**config.mk**
```make
export PLATFORM = sky130hd
export DESIGN_NAME = shift_sequencer_flat
export DESIGN_NICKNAME = d
export VERILOG_FILES = /design/src/rtl/shift_sequencer_if.sv /design/src/rtl/shift_sequencer.sv /design/src/flat_wrapper.sv
export SDC_FILE = /design/constraint.sdc
export NUM_CORES = 1
export LEC_CHECK = 0
export BUFFER_PORTS_ARGS = -buffer_cell sky130_fd_sc_hd__buf_2
export CORE_ASPECT_RATIO = 1.25
export CORE_UTILIZATION = 64
export CTS_BUF_LIST = sky130_fd_sc_hd__clkbuf_16
export CTS_CLUSTER_SIZE = 8
export DETAILED_ROUTE_END_ITERATION = 10
export GPL_TIMING_DRIVEN = 0
export MAX_ROUTING_LAYER = met4
export PLACE_DENSITY = 0.89
export SYNTH_ARGS = -nofsm -noshare
export SYNTH_HDL_FRONTEND = slang
export SYNTH_SLANG_ARGS = --single-unit
```
**constraint.sdc**
```tcl
create_clock -name clk -period 7.5 [get_ports clk]
set_input_delay 0.75 -clock clk [delete_from_list [all_inputs] [get_ports clk]]
set_output_delay 0.75 -clock clk [all_outputs]
set_load 0.1 [all_outputs]
```
**src/rtl/shift_sequencer_if.sv**
```systemverilog
// shift_sequencer_if
//   Groups the request and result handshakes of shift_sequencer.
//
//   Handshake rule: a transfer happens on a rising edge where valid and
//   ready are both 1. The producer holds valid and its payload steady
//   until that edge. Ready may depend combinationally on the other
//   side's signals. Valid never depends combinationally on ready.
//
//   Request side : in_valid, in_ready, in_data[15:0], in_cnt[3:0], in_op[1:0]
//   Result side  : out_valid, out_ready, out_data[15:0]
//   Status       : busy (high whenever the block is not idle)
//
//   Modports:
//     master - the requester/consumer (for example a testbench)
//     slave  - the shift_sequencer itself
interface shift_sequencer_if;
    logic        in_valid;
    logic        in_ready;
    logic [15:0] in_data;
    logic [3:0]  in_cnt;
    logic [1:0]  in_op;
    logic        out_valid;
    logic        out_ready;
    logic [15:0] out_data;
    logic        busy;

    modport master (
        output in_valid, in_data, in_cnt, in_op, out_ready,
        input  in_ready, out_valid, out_data, busy
    );

    modport slave (
        input  in_valid, in_data, in_cnt, in_op, out_ready,
        output in_ready, out_valid, out_data, busy
    );
endinterface

```
**src/rtl/shift_sequencer.sv**
```systemverilog
// shift_sequencer
//   Multi-cycle 16-bit barrel shifter/rotator. An accepted request is
//   processed in four stages. Stage k moves the working value by 2^k
//   positions when bit k of the captured count is set. The result
//   appears exactly four edges after the accept edge, whatever the
//   count is.
//
//   in_op: 00 rotate left, 01 shift left logical,
//          10 rotate right, 11 shift right logical
//
//   Ports:
//     clk       - single clock, rising edge
//     rst_n     - synchronous active-low reset
//     bus       - request/result handshakes (slave modport)
//     dbg_state - current FSM state (IDLE=0, SHIFT=1, DONE=2)
//     dbg_stage - current stage counter (only meaningful in SHIFT)
module shift_sequencer (
    input  logic                clk,
    input  logic                rst_n,
    shift_sequencer_if.slave    bus,
    output logic [1:0]          dbg_state,
    output logic [1:0]          dbg_stage
);

    typedef enum logic [1:0] {
        IDLE  = 2'd0,
        SHIFT = 2'd1,
        DONE  = 2'd2
    } state_t;

    state_t      state_q, state_d;
    logic [1:0]  stage_q, stage_d;
    logic [15:0] work_q,  work_d;
    logic [3:0]  cnt_q,   cnt_d;
    logic [1:0]  op_q,    op_d;
    logic [15:0] res_q,   res_d;

    logic        ready;
    logic        accept;
    logic [15:0] stepped;

    // Move v by 2^k positions according to op.
    function automatic logic [15:0] step_value(
        input logic [15:0] v,
        input logic [1:0]  op,
        input logic [1:0]  k
    );
        logic [4:0] amt;
        logic [4:0] back;
        amt  = 5'd1 << k;
        back = 5'd16 - amt;
        case (op)
            2'b00:   step_value = (v << amt) | (v >> back);
            2'b01:   step_value = v << amt;
            2'b10:   step_value = (v >> amt) | (v << back);
            default: step_value = v >> amt;
        endcase
    endfunction

    // A finished result in DONE frees the input side on the same edge it
    // is retired. Because of this, back-to-back requests run without an
    // idle bubble.
    assign ready  = (state_q == IDLE) || ((state_q == DONE) && bus.out_ready);
    assign accept = bus.in_valid && ready;

    assign stepped = cnt_q[stage_q] ? step_value(work_q, op_q, stage_q) : work_q;

    always_comb begin
        state_d = state_q;
        stage_d = stage_q;
        work_d  = work_q;
        cnt_d   = cnt_q;
        op_d    = op_q;
        res_d   = res_q;

        case (state_q)
            IDLE: begin
                if (accept) begin
                    state_d = SHIFT;
                    stage_d = 2'd0;
                    work_d  = bus.in_data;
                    cnt_d   = bus.in_cnt;
                    op_d    = bus.in_op;
                end
            end
            SHIFT: begin
                work_d  = stepped;
                stage_d = stage_q + 2'd1;
                if (stage_q == 2'd3) begin
                    res_d   = stepped;
                    state_d = DONE;
                    stage_d = 2'd0;
                end
            end
            DONE: begin
                if (bus.out_ready) begin
                    if (accept) begin
                        state_d = SHIFT;
                        stage_d = 2'd0;
                        work_d  = bus.in_data;
                        cnt_d   = bus.in_cnt;
                        op_d    = bus.in_op;
                    end else begin
                        state_d = IDLE;
                    end
                end
            end
            default: begin
                state_d = IDLE;
                stage_d = 2'd0;
            end
        endcase
    end

    always_ff @(posedge clk) begin
        if (!rst_n) begin
            state_q <= IDLE;
            stage_q <= 2'd0;
            work_q  <= 16'h0000;
            cnt_q   <= 4'd0;
            op_q    <= 2'd0;
            res_q   <= 16'h0000;
        end else begin
            state_q <= state_d;
            stage_q <= stage_d;
            work_q  <= work_d;
            cnt_q   <= cnt_d;
            op_q    <= op_d;
            res_q   <= res_d;
        end
    end

    assign bus.in_ready  = ready;
    assign bus.out_valid = (state_q == DONE);
    assign bus.out_data  = res_q;
    assign bus.busy      = (state_q != IDLE);

    assign dbg_state = state_q;
    assign dbg_stage = stage_q;

endmodule

```
**src/flat_wrapper.sv**
```systemverilog
// flat-port wrapper written by rule: the top's interface ports become plain ports
module shift_sequencer_flat 
  (clk, rst_n, dbg_state, dbg_stage, bus_in_valid, bus_in_data, bus_in_cnt, bus_in_op, bus_out_ready, bus_in_ready, bus_out_valid, bus_out_data, bus_busy);
  shift_sequencer_if bus_i ();
  input  logic clk;
  input  logic rst_n;
  output logic [1:0] dbg_state;
  output logic [1:0] dbg_stage;
  input wire logic [$bits(bus_i.in_valid)-1:0] bus_in_valid;
  input wire logic [$bits(bus_i.in_data)-1:0] bus_in_data;
  input wire logic [$bits(bus_i.in_cnt)-1:0] bus_in_cnt;
  input wire logic [$bits(bus_i.in_op)-1:0] bus_in_op;
  input wire logic [$bits(bus_i.out_ready)-1:0] bus_out_ready;
  output wire logic [$bits(bus_i.in_ready)-1:0] bus_in_ready;
  output wire logic [$bits(bus_i.out_valid)-1:0] bus_out_valid;
  output wire logic [$bits(bus_i.out_data)-1:0] bus_out_data;
  output wire logic [$bits(bus_i.busy)-1:0] bus_busy;
  assign bus_i.in_valid = bus_in_valid;
  assign bus_i.in_data = bus_in_data;
  assign bus_i.in_cnt = bus_in_cnt;
  assign bus_i.in_op = bus_in_op;
  assign bus_i.out_ready = bus_out_ready;
  assign bus_in_ready = bus_i.in_ready;
  assign bus_out_valid = bus_i.out_valid;
  assign bus_out_data = bus_i.out_data;
  assign bus_busy = bus_i.busy;
  shift_sequencer u_core (.clk(clk), .rst_n(rst_n), .bus(bus_i), .dbg_state(dbg_state), .dbg_stage(dbg_stage));
endmodule
```
==> reports/qor.yml, run 1 <==
status: "completed"
dieArea_um2: 6670
fillers: 452
hold_depth: 2
dpl-instance-area_um2: 4400
route.final.wire_length_um: 17200
report.final.slew_viol_count: 0
postCtsSetupBuffers: 0
most_common_cell_after_layout_fill_and_taps_aside: "sky130_fd_sc_hd__buf_2"
area_delta_synth_final_pct: 11.7
min_path_type: "flip-flop to flip-flop"
floorplan.initialDensity_pct: 65.9
worst_pin_slew_ns: 1.09
worst_ep_arrival_ns: 4.15
reg2regPathDepth: 12
floorplan.die.height_um: 91.1
finalSetupViolCount: 0
hold_slack_ns: 0.466
critical_path_required_time_ns: 7.68
synthDistinctLibCells: 62
post-route-cell-area_um2: 4540
post_synthesis_sequential_element_count: 42
post_route_drc_violation_count: 0
clock_tree.buffer_depth: 2
cts_num_sinks: 42
placedCellCount: 642
startpoint_type: "flip-flop"
peakVddDrop_mv: 0.225
routed_wire_length_per_instance_um: 26.5
end_kind: "flip-flop"
numPortBuffers: 47
antenna_found_initial: 1
rsz0062_at_grt: "false"
register_to_register_path_setup_slack_ns: 3.54
timing.critical_path.slowest_stage_cell: "sky130_fd_sc_hd__a2111oi_0"
final_hold_viol_count: 0
mostFrequentLayoutCells: "64 x sky130_fd_sc_hd__buf_2, 54 x sky130_fd_sc_hd__nand2_1, 47 x sky130_fd_sc_hd__a21oi_1, 42 x sky130_fd_sc_hd__dfxtp_1, 39 x sky130_fd_sc_hd__nor2_1"
cts_tree: "done"
cellPowerDensity_nw_per_um2: 173
final.setup_skew_ns: 0.00203
mapped_area_um2: 4060
ys_async_rst_share_pct: 0
cts-resized-gates: 0
ant_nets: 0
min_delay_worst_endpoint: "u_core.bus.out_data[7]$_SDFFE_PN0P_"
final_nets: 596
gp_congestion: 1.20
placeableCoreArea_um2: 6170
grt-ovfl-total: 0
stdcell_count: 650
final.setup.tns_ns: 0
cts.clk_slew.worst_paths_ns: 0.06
cts_buffers: 5
top_level_ports: 49
totalPowerFinal_uw: 783
critical-path-top-delay-family: "compound AO/OA/AOI/OAI gates"
synth_area_per_cell_um2: 7.96
critPathMaxStageDelay_ns: 0.81
die_width_um: 73.3
clkLatencyLatePin_ns: 0.29
total_leakage_power_nw: 1.87
cts-htree-levels: 2
final_min_period_over_clock_period_pct: 52.8
post_synth_inst_count: 510
slew-limit-headroom_pct: 26.8
first_pass_iteration_count_of_the_detailed_router: 7
proportion_of_layout_cells_with_a_drive_suffix_above_1_pct: 20.0
cp_num_buf_inv: 5
vias_per_cell: 7.62
finalCriticalPeriod_ns: 3.96
grt_pass1_vias: 4702
grt_first_pass_wirelength_um: 26800
critPathMaxFanout: 10
num_rows: 32
min-delay-start: "u_core.bus.out_data[7]$_SDFFE_PN0P_"
worst_r2r_startpoint: "u_core.dbg_stage[1]$_SDFFE_PN0P_"
timing.rr.end: "u_core.work_q[2]$_SDFFE_PN0P_"
drt_iter0_drc: 1396
grt_util_all_layers_pct: 55.3
maximum_number_of_pins_on_one_net_before_global_route_repair: 12
drv.max_cap_violation_count: 0
detailedPlacementHpwl_um: 11900
synthFlopType: "sky130_fd_sc_hd__dfxtp_1"
ys_warn_count: 0
max_freq_ghz: 0.252
timing.critical_path.cells: "inv_1 -> ha_1 -> buf_6 -> buf_6 -> clkinv_1 -> ha_1 -> buf_2 -> nor4b_1 -> nor3_1 -> a2111oi_0 -> nand3_1 -> o32ai_1"
clock_tree.root_cell: "sky130_fd_sc_hd__clkbuf_16"
via_count: 4950
synthesis.nets: 542
synth_sequential_area_ratio_pct: 20.7
timing.setup.critical_path_class: "flip-flop to flip-flop"
cts.hold.buffers_added: 0
synth_edf_count: 0
-- synthesized netlist by cell type, drive strengths merged (5+ instances only) --
library cell  instances  area, µm²
o31ai                 8       60.1
mux2i                36        364
nand2                54        203
nand3                13       65.1
a31oi                 8       50.1
or3                   6       37.5
a21oi                47        235
nand2b               10       62.6
ha                    6       75.1
a211oi                8       60.1
o211ai               11       82.6
buf                  26        188
dfxtp                42        841
a22oi                12       90.1
and2                  6       37.5
nor2b                11       68.8
clkbuf               28        105
nor3                 15       75.1
o22ai                10       62.6
o21ai                22        110
mux2                 13        150
mux4                 18        413
o21a                  5       37.5
nor2                 39        146
inv                   9       33.8
-- how the worst max path moves through the flow --
| stage | startpoint | end | slack, ns | cells past startpoint |
|---|---|---|---|---|
| CTS | u_core.dbg_stage[1]$_SDFFE_PN0P_ | u_core.bus.out_data[2]$_SDFFE_PN0P_ | 3.86 | 12 |
| finish | u_core.dbg_stage[1]$_SDFFE_PN0P_ | u_core.work_q[2]$_SDFFE_PN0P_ | 3.54 | 12 |
| global placement | u_core.dbg_stage[1]$_SDFFE_PN0P_ | u_core.work_q[2]$_SDFFE_PN0P_ | 3.80 | 12 |
| floorplan | u_core.dbg_state[0]$_SDFFE_PN0P_ | u_core.dbg_stage[0]$_SDFFE_PN0P_ | 3.90 | 7 |
| detailed placement | u_core.dbg_stage[1]$_SDFFE_PN0P_ | u_core.work_q[2]$_SDFFE_PN0P_ | 3.92 | 12 |
| global route | u_core.dbg_stage[1]$_SDFFE_PN0P_ | u_core.bus.out_data[2]$_SDFFE_PN0P_ | 3.71 | 12 |
-- report_power, final --
part	total [mW]	internal, mW	switching [mW]
combinational	0.333	0.118	0.215
clock	0.205	0.119	0.0856
sequential	0.245	0.234	0.0110
-- cell families (layout without fill, tap and decap cells) --
logic type / after synthesis / in the layout / synth area share (%)
AND/OR/NAND/NOR: 172 / 172 / 20.1
XOR/XNOR: 1 / 1 / 0.678
flip-flops: 42 / 42 / 20.7
AO/OA/AOI/OAI: 158 / 158 / 25.7
buffers and inverters: 64 / 118 / 8.13
other: 0 / 1 / 0
multiplexers: 67 / 67 / 22.8
adder cells (fa/ha/maj): 6 / 6 / 1.85
-- metal layers --
metal | vias to the layer above | wire length, µm | GRT usage [%]
li1 | 2017 | - | -
met4 | 0 | 1720 | 39.7
met5 | - | 0 | -
met2 | 549 | 7420 | 79.2
met1 | 2190 | 5550 | 63.4
met3 | 194 | 2510 | 19.0
-- area by class of cell --
class                           instances  area [µm²]  share of cell area (%)
Tap cell                               85         106                    2.34
Clock buffer                            5         125                    2.76
Clock inverter                          2        7.51                   0.165
Sequential cell                        42         841                    18.5
Antenna cell                            1        2.50                  0.0551
Timing Repair Buffer                   47         235                    5.18
Inverter                               10        37.5                   0.827
Buffer                                 54         293                    6.45
Multi-Input combinational cell        404        2890                    63.7
-- worst reg2reg max path: cells and delay by family (launching register included) --
kind	cells	cell delay, ns
adders and majority gates	2	0.65
DFF	1	0.40
buffers and inverters	5	1.02
AOI/OAI and AO/OA	2	1.04
and+or+nand+nor	3	0.77
-- through the flow --
stage,worst slack (ns),util [%]
detailed placement,3.92,71.4
finish,3.54,73.6
floorplan,3.90,-
global route,3.71,73.6
CTS,3.86,73.6
global placement,3.80,71.4
-- flip-flops by register name, summed over array words and instances, names as in the netlist --
| signal | flops |
|---|---|
| u_core.bus.out_data | 16 |
| u_core.op_q | 2 |
| u_core.dbg_state | 2 |
| u_core.work_q | 16 |
| u_core.cnt_q | 4 |
| u_core.dbg_stage | 2 |
No activity file was read; power rests on OpenSTA's default activity.
==> run 2: changes to the inputs <==
--- a/config.mk
+++ b/config.mk
@@ -5,15 +5,16 @@
 export SDC_FILE = /design/constraint.sdc
 export NUM_CORES = 1
 export LEC_CHECK = 0
+export ABC_AREA = 1
 export BUFFER_PORTS_ARGS = -buffer_cell sky130_fd_sc_hd__buf_2
 export CORE_ASPECT_RATIO = 1.25
-export CORE_UTILIZATION = 64
+export CORE_UTILIZATION = 54
 export CTS_BUF_LIST = sky130_fd_sc_hd__clkbuf_16
 export CTS_CLUSTER_SIZE = 8
 export DETAILED_ROUTE_END_ITERATION = 10
 export GPL_TIMING_DRIVEN = 0
 export MAX_ROUTING_LAYER = met4
-export PLACE_DENSITY = 0.89
+export PLACE_DENSITY = 0.8
 export SYNTH_ARGS = -nofsm -noshare
 export SYNTH_HDL_FRONTEND = slang
 export SYNTH_SLANG_ARGS = --single-unit
==> constraint.sdc (replaced) <==
create_clock -name clk -period 3.2 [get_ports clk]
set_input_delay 0.32 -clock clk [delete_from_list [all_inputs] [get_ports clk]]
set_output_delay 0.32 -clock clk [all_outputs]
set_load 0.1 [all_outputs]
==> run 2 against run 1 <==
Sequential power up 140%. Die area up 21%. Power rose to 2.6 times the previous value. Sequential share of layout area down 0.54 points. Sequential cell count unchanged. Cell count up 33%. Critical path depth up 2.
==> reports/qor.yml, run 2 <==
worst_pin_slew_ns: 0.827  # -0.260 ns
detailedPlacementHpwl_um: 12700  # +6.2%
grt_pass1_vias: 5157  # +9.7%
drt_iter0_drc: 826  # -41%
synth.top_cell.area_share_pct: 21.0  # +0.28 points
vias_per_cell: 6.17  # -19%
finalCriticalPeriod_ns: 2.93  # -1.03 ns
cts_tree: "done"
clock_tree.root_cell: "sky130_fd_sc_hd__clkbuf_16"
dpl-instance-area_um2: 4520  # +2.6%
timing.critical_path.cells: "inv_2 -> ha_1 -> buf_4 -> inv_4 -> buf_4 -> ha_1 -> clkinv_1 -> nand2_1 -> o21ai_1 -> nand2_1 -> a21boi_0 -> nand3_1 -> nand2_1 -> a21oi_1"
floorplan.die.height_um: 100  # +10%
ant_nets: 0  # unchanged
final_nets: 803  # +35%
cts_num_sinks: 42  # unchanged
mapped_area_um2: 4170  # +2.6%
peakVddDrop_mv: 0.462  # +100%
numPortBuffers: 47  # unchanged
stdcell_count: 864  # +33%
clock_tree.buffer_depth: 2  # unchanged
clkLatencyLatePin_ns: 0.30  # about the same
report.final.slew_viol_count: 0  # unchanged
finalSetupViolCount: 0  # unchanged
post_synthesis_sequential_element_count: 42  # unchanged
min_path_type: "input port to flip-flop"
grt_util_all_layers_pct: 45.8  # -9.5 points
via_count: 5333  # +7.7%
route.final.wire_length_um: 17000  # -1.2%
timing.critical_path.slowest_stage_cell: "sky130_fd_sc_hd__dfxtp_1"
setup_slack_ns: 0.266  # -3.27 ns
fillers: 714  # +58%
ys_warn_count: 0  # unchanged
placedCellCount: 856  # +33%
maximum_number_of_pins_on_one_net_before_global_route_repair: 17  # +5
num_rows: 35  # +9.4%
leading_post_synthesis_cells_by_instance_count: "233 x sky130_fd_sc_hd__nand2_1, 138 x sky130_fd_sc_hd__nand3_1, 53 x sky130_fd_sc_hd__inv_1, 43 x sky130_fd_sc_hd__nor2_1, 42 x sky130_fd_sc_hd__dfxtp_1"
slew-limit-headroom_pct: 44.7  # +18 points
cts.clk_slew.worst_paths_ns: 0.07  # about the same
synth_sequential_area_ratio_pct: 20.2  # -0.53 points
place_worst_setup_slack_ns: 0.397  # -3.52 ns
first_pass_iteration_count_of_the_detailed_router: 7  # unchanged
synth_largest_area_cell: "sky130_fd_sc_hd__nand2_1"
rsz0062_at_grt: "false"
final_hold_viol_count: 0  # unchanged
cellPowerDensity_nw_per_um2: 430  # +150%
post_synth_inst_count: 717  # +41%
max_freq_ghz: 0.341  # +35%
die_width_um: 80.6  # +10%
critPathMaxStageDelay_ns: 0.58  # -0.23 ns
grt_first_pass_wirelength_um: 26800  # about the same
cts.hold.buffers_added: 0  # unchanged
floorplan.initialDensity_pct: 56.0  # -9.9 points
synth.area.top_cells: "sky130_fd_sc_hd__nand2_1 21%, sky130_fd_sc_hd__dfxtp_1 20%, sky130_fd_sc_hd__nand3_1 17%"
synth_area_per_cell_um2: 5.81  # -27%
routed_wire_length_per_instance_um: 19.7  # -26%
proportion_of_layout_cells_with_a_drive_suffix_above_1_pct: 18.8  # -1.3 points
final.setup_skew_ns: 0.00505  # +0.00301 ns
multi_input_combinational_cell_area_um2: 2760  # -4.5%
final_min_period_over_clock_period_pct: 91.7  # +39 points
synthDistinctLibCells: 40  # -35%
end_kind: "flip-flop"
antenna_cells: 0  # -1
synthesis.nets: 749  # +38%
synthFlopType: "sky130_fd_sc_hd__dfxtp_1"
cts_buffers: 5  # unchanged
synth_edf_count: 0  # unchanged
startpoint_type: "flip-flop"
cts-htree-levels: 2  # unchanged
mostFrequentLayoutCells: "233 x sky130_fd_sc_hd__nand2_1, 138 x sky130_fd_sc_hd__nand3_1, 60 x sky130_fd_sc_hd__buf_2, 53 x sky130_fd_sc_hd__inv_1, 43 x sky130_fd_sc_hd__nor2_1"
total_leakage_power_nw: 2.39  # +28%
most_common_cell_in_the_synthesized_netlist: "sky130_fd_sc_hd__nand2_1"
critical_path_required_time_ns: 3.39  # -4.29 ns
top_level_ports: 49  # unchanged
final.setup.tns_ns: 0  # unchanged
path_common_cell: "sky130_fd_sc_hd__nand2_1"
critPathMaxFanout: 10  # unchanged
ys_async_rst_share_pct: 0  # unchanged
drv.max_cap_violation_count: 0  # unchanged
ff_latch_area_um2: 841  # unchanged
worst_ep_arrival_ns: 3.12  # -1.03 ns
grt-ovfl-total: 0  # unchanged
gp_congestion: 1.12  # -7.2%
antenna_found_initial: 0  # -1
dieArea_um2: 8080  # +21%
most_common_cell_after_layout_fill_and_taps_aside: "sky130_fd_sc_hd__nand2_1"
status: "completed"
cts-resized-gates: 0  # unchanged
placeableCoreArea_um2: 7440  # +21%
post-route-cell-area_um2: 4670  # +3.0%
area_delta_synth_final_pct: 12.1
postCtsSetupBuffers: 0  # unchanged
post_route_drc_violation_count: 0  # unchanged
timing.setup.critical_path_class: "flip-flop to flip-flop"
run 2: changes by cell type after synthesis, sizes merged, moves of 9 or more:
| cell | change |
|---|---|
| nor2 | +11 |
| nand2b | -10 |
| a21oi | -9 |
| mux2 | -13 |
| nand2 | +191 |
| nor3 | -13 |
| nor2b | -11 |
| mux2i | -36 |
| o21ai | +29 |
| inv | +60 |
| nand3 | +128 |
| a22oi | -12 |
| mux4 | -18 |
| clkbuf | -22 |
run 2: critical path: cells and delay by family (launching register included):
| kind | cells | cell delay (ns) |
|---|---|---|
| DFF | 1 | 0.58 |
| adders and majority gates | 2 | 0.43 |
| and+or+nand+nor | 4 | 0.59 |
| AOI/OAI and AO/OA | 3 | 0.36 |
| buffers and inverters | 5 | 0.87 |
run 2: per-stage QoR:
stage	hold slack, ns	utilization [%]	power, mW
finish	0.284	62.8	2.01
global route	0.327	62.8	2.09
CTS	0.292	62.8	1.96
detailed placement	0.462	60.7	1.42
global placement	0.447	60.7	1.41
floorplan	0.439	-	1.19
run 2: path summary, 6_finish.rpt:
check,start,to,slack [ns],depth (start not counted)
setup / recovery,u_core.dbg_stage[1]$_SDFFE_PN0P_,u_core.bus.out_data[4]$_SDFFE_PN0P_,0.27,14
hold / removal,bus_in_cnt[2],u_core.cnt_q[2]$_SDFFE_PN0P_,0.28,3
setup reg to reg,u_core.dbg_stage[1]$_SDFFE_PN0P_,u_core.bus.out_data[4]$_SDFFE_PN0P_,0.27,14
hold reg to reg,u_core.cnt_q[2]$_SDFFE_PN0P_,u_core.cnt_q[2]$_SDFFE_PN0P_,0.47,2
run 2: cells by family after synthesis:
kind of cell | synth area share (%)
flip-flops | 20.2
AO/OA/AOI/OAI | 16.6
buffers and inverters | 13.6
adder cells (fa/ha/maj) | 1.80
AND/OR/NAND/NOR | 47.8
run 2: where the power goes:
group          total [mW]  switching, mW  internal (mW)
Combinational       0.864          0.606          0.258
Sequential          0.596         0.0463          0.549
Clock               0.550          0.250          0.300
run 2: layout make-up:
type                       instances  share of cell area [%]
clock inverter                     3                   0.616
tap                               92                    2.46
inverter                          70                    6.00
multi-input combinational        565                    59.1
timing repair buffer              47                    5.03
clock buffer                       5                    2.68
buffer                            40                    6.13
sequential                        42                    18.0
run 2: layer usage:
metal	vias to the layer above	global-route usage (%)	wire (µm)
met4	0	32.6	1390
met2	435	69.3	7390
met5	-	-	0
met1	2312	53.5	6360
li1	2451	-	-
met3	135	9.45	1870
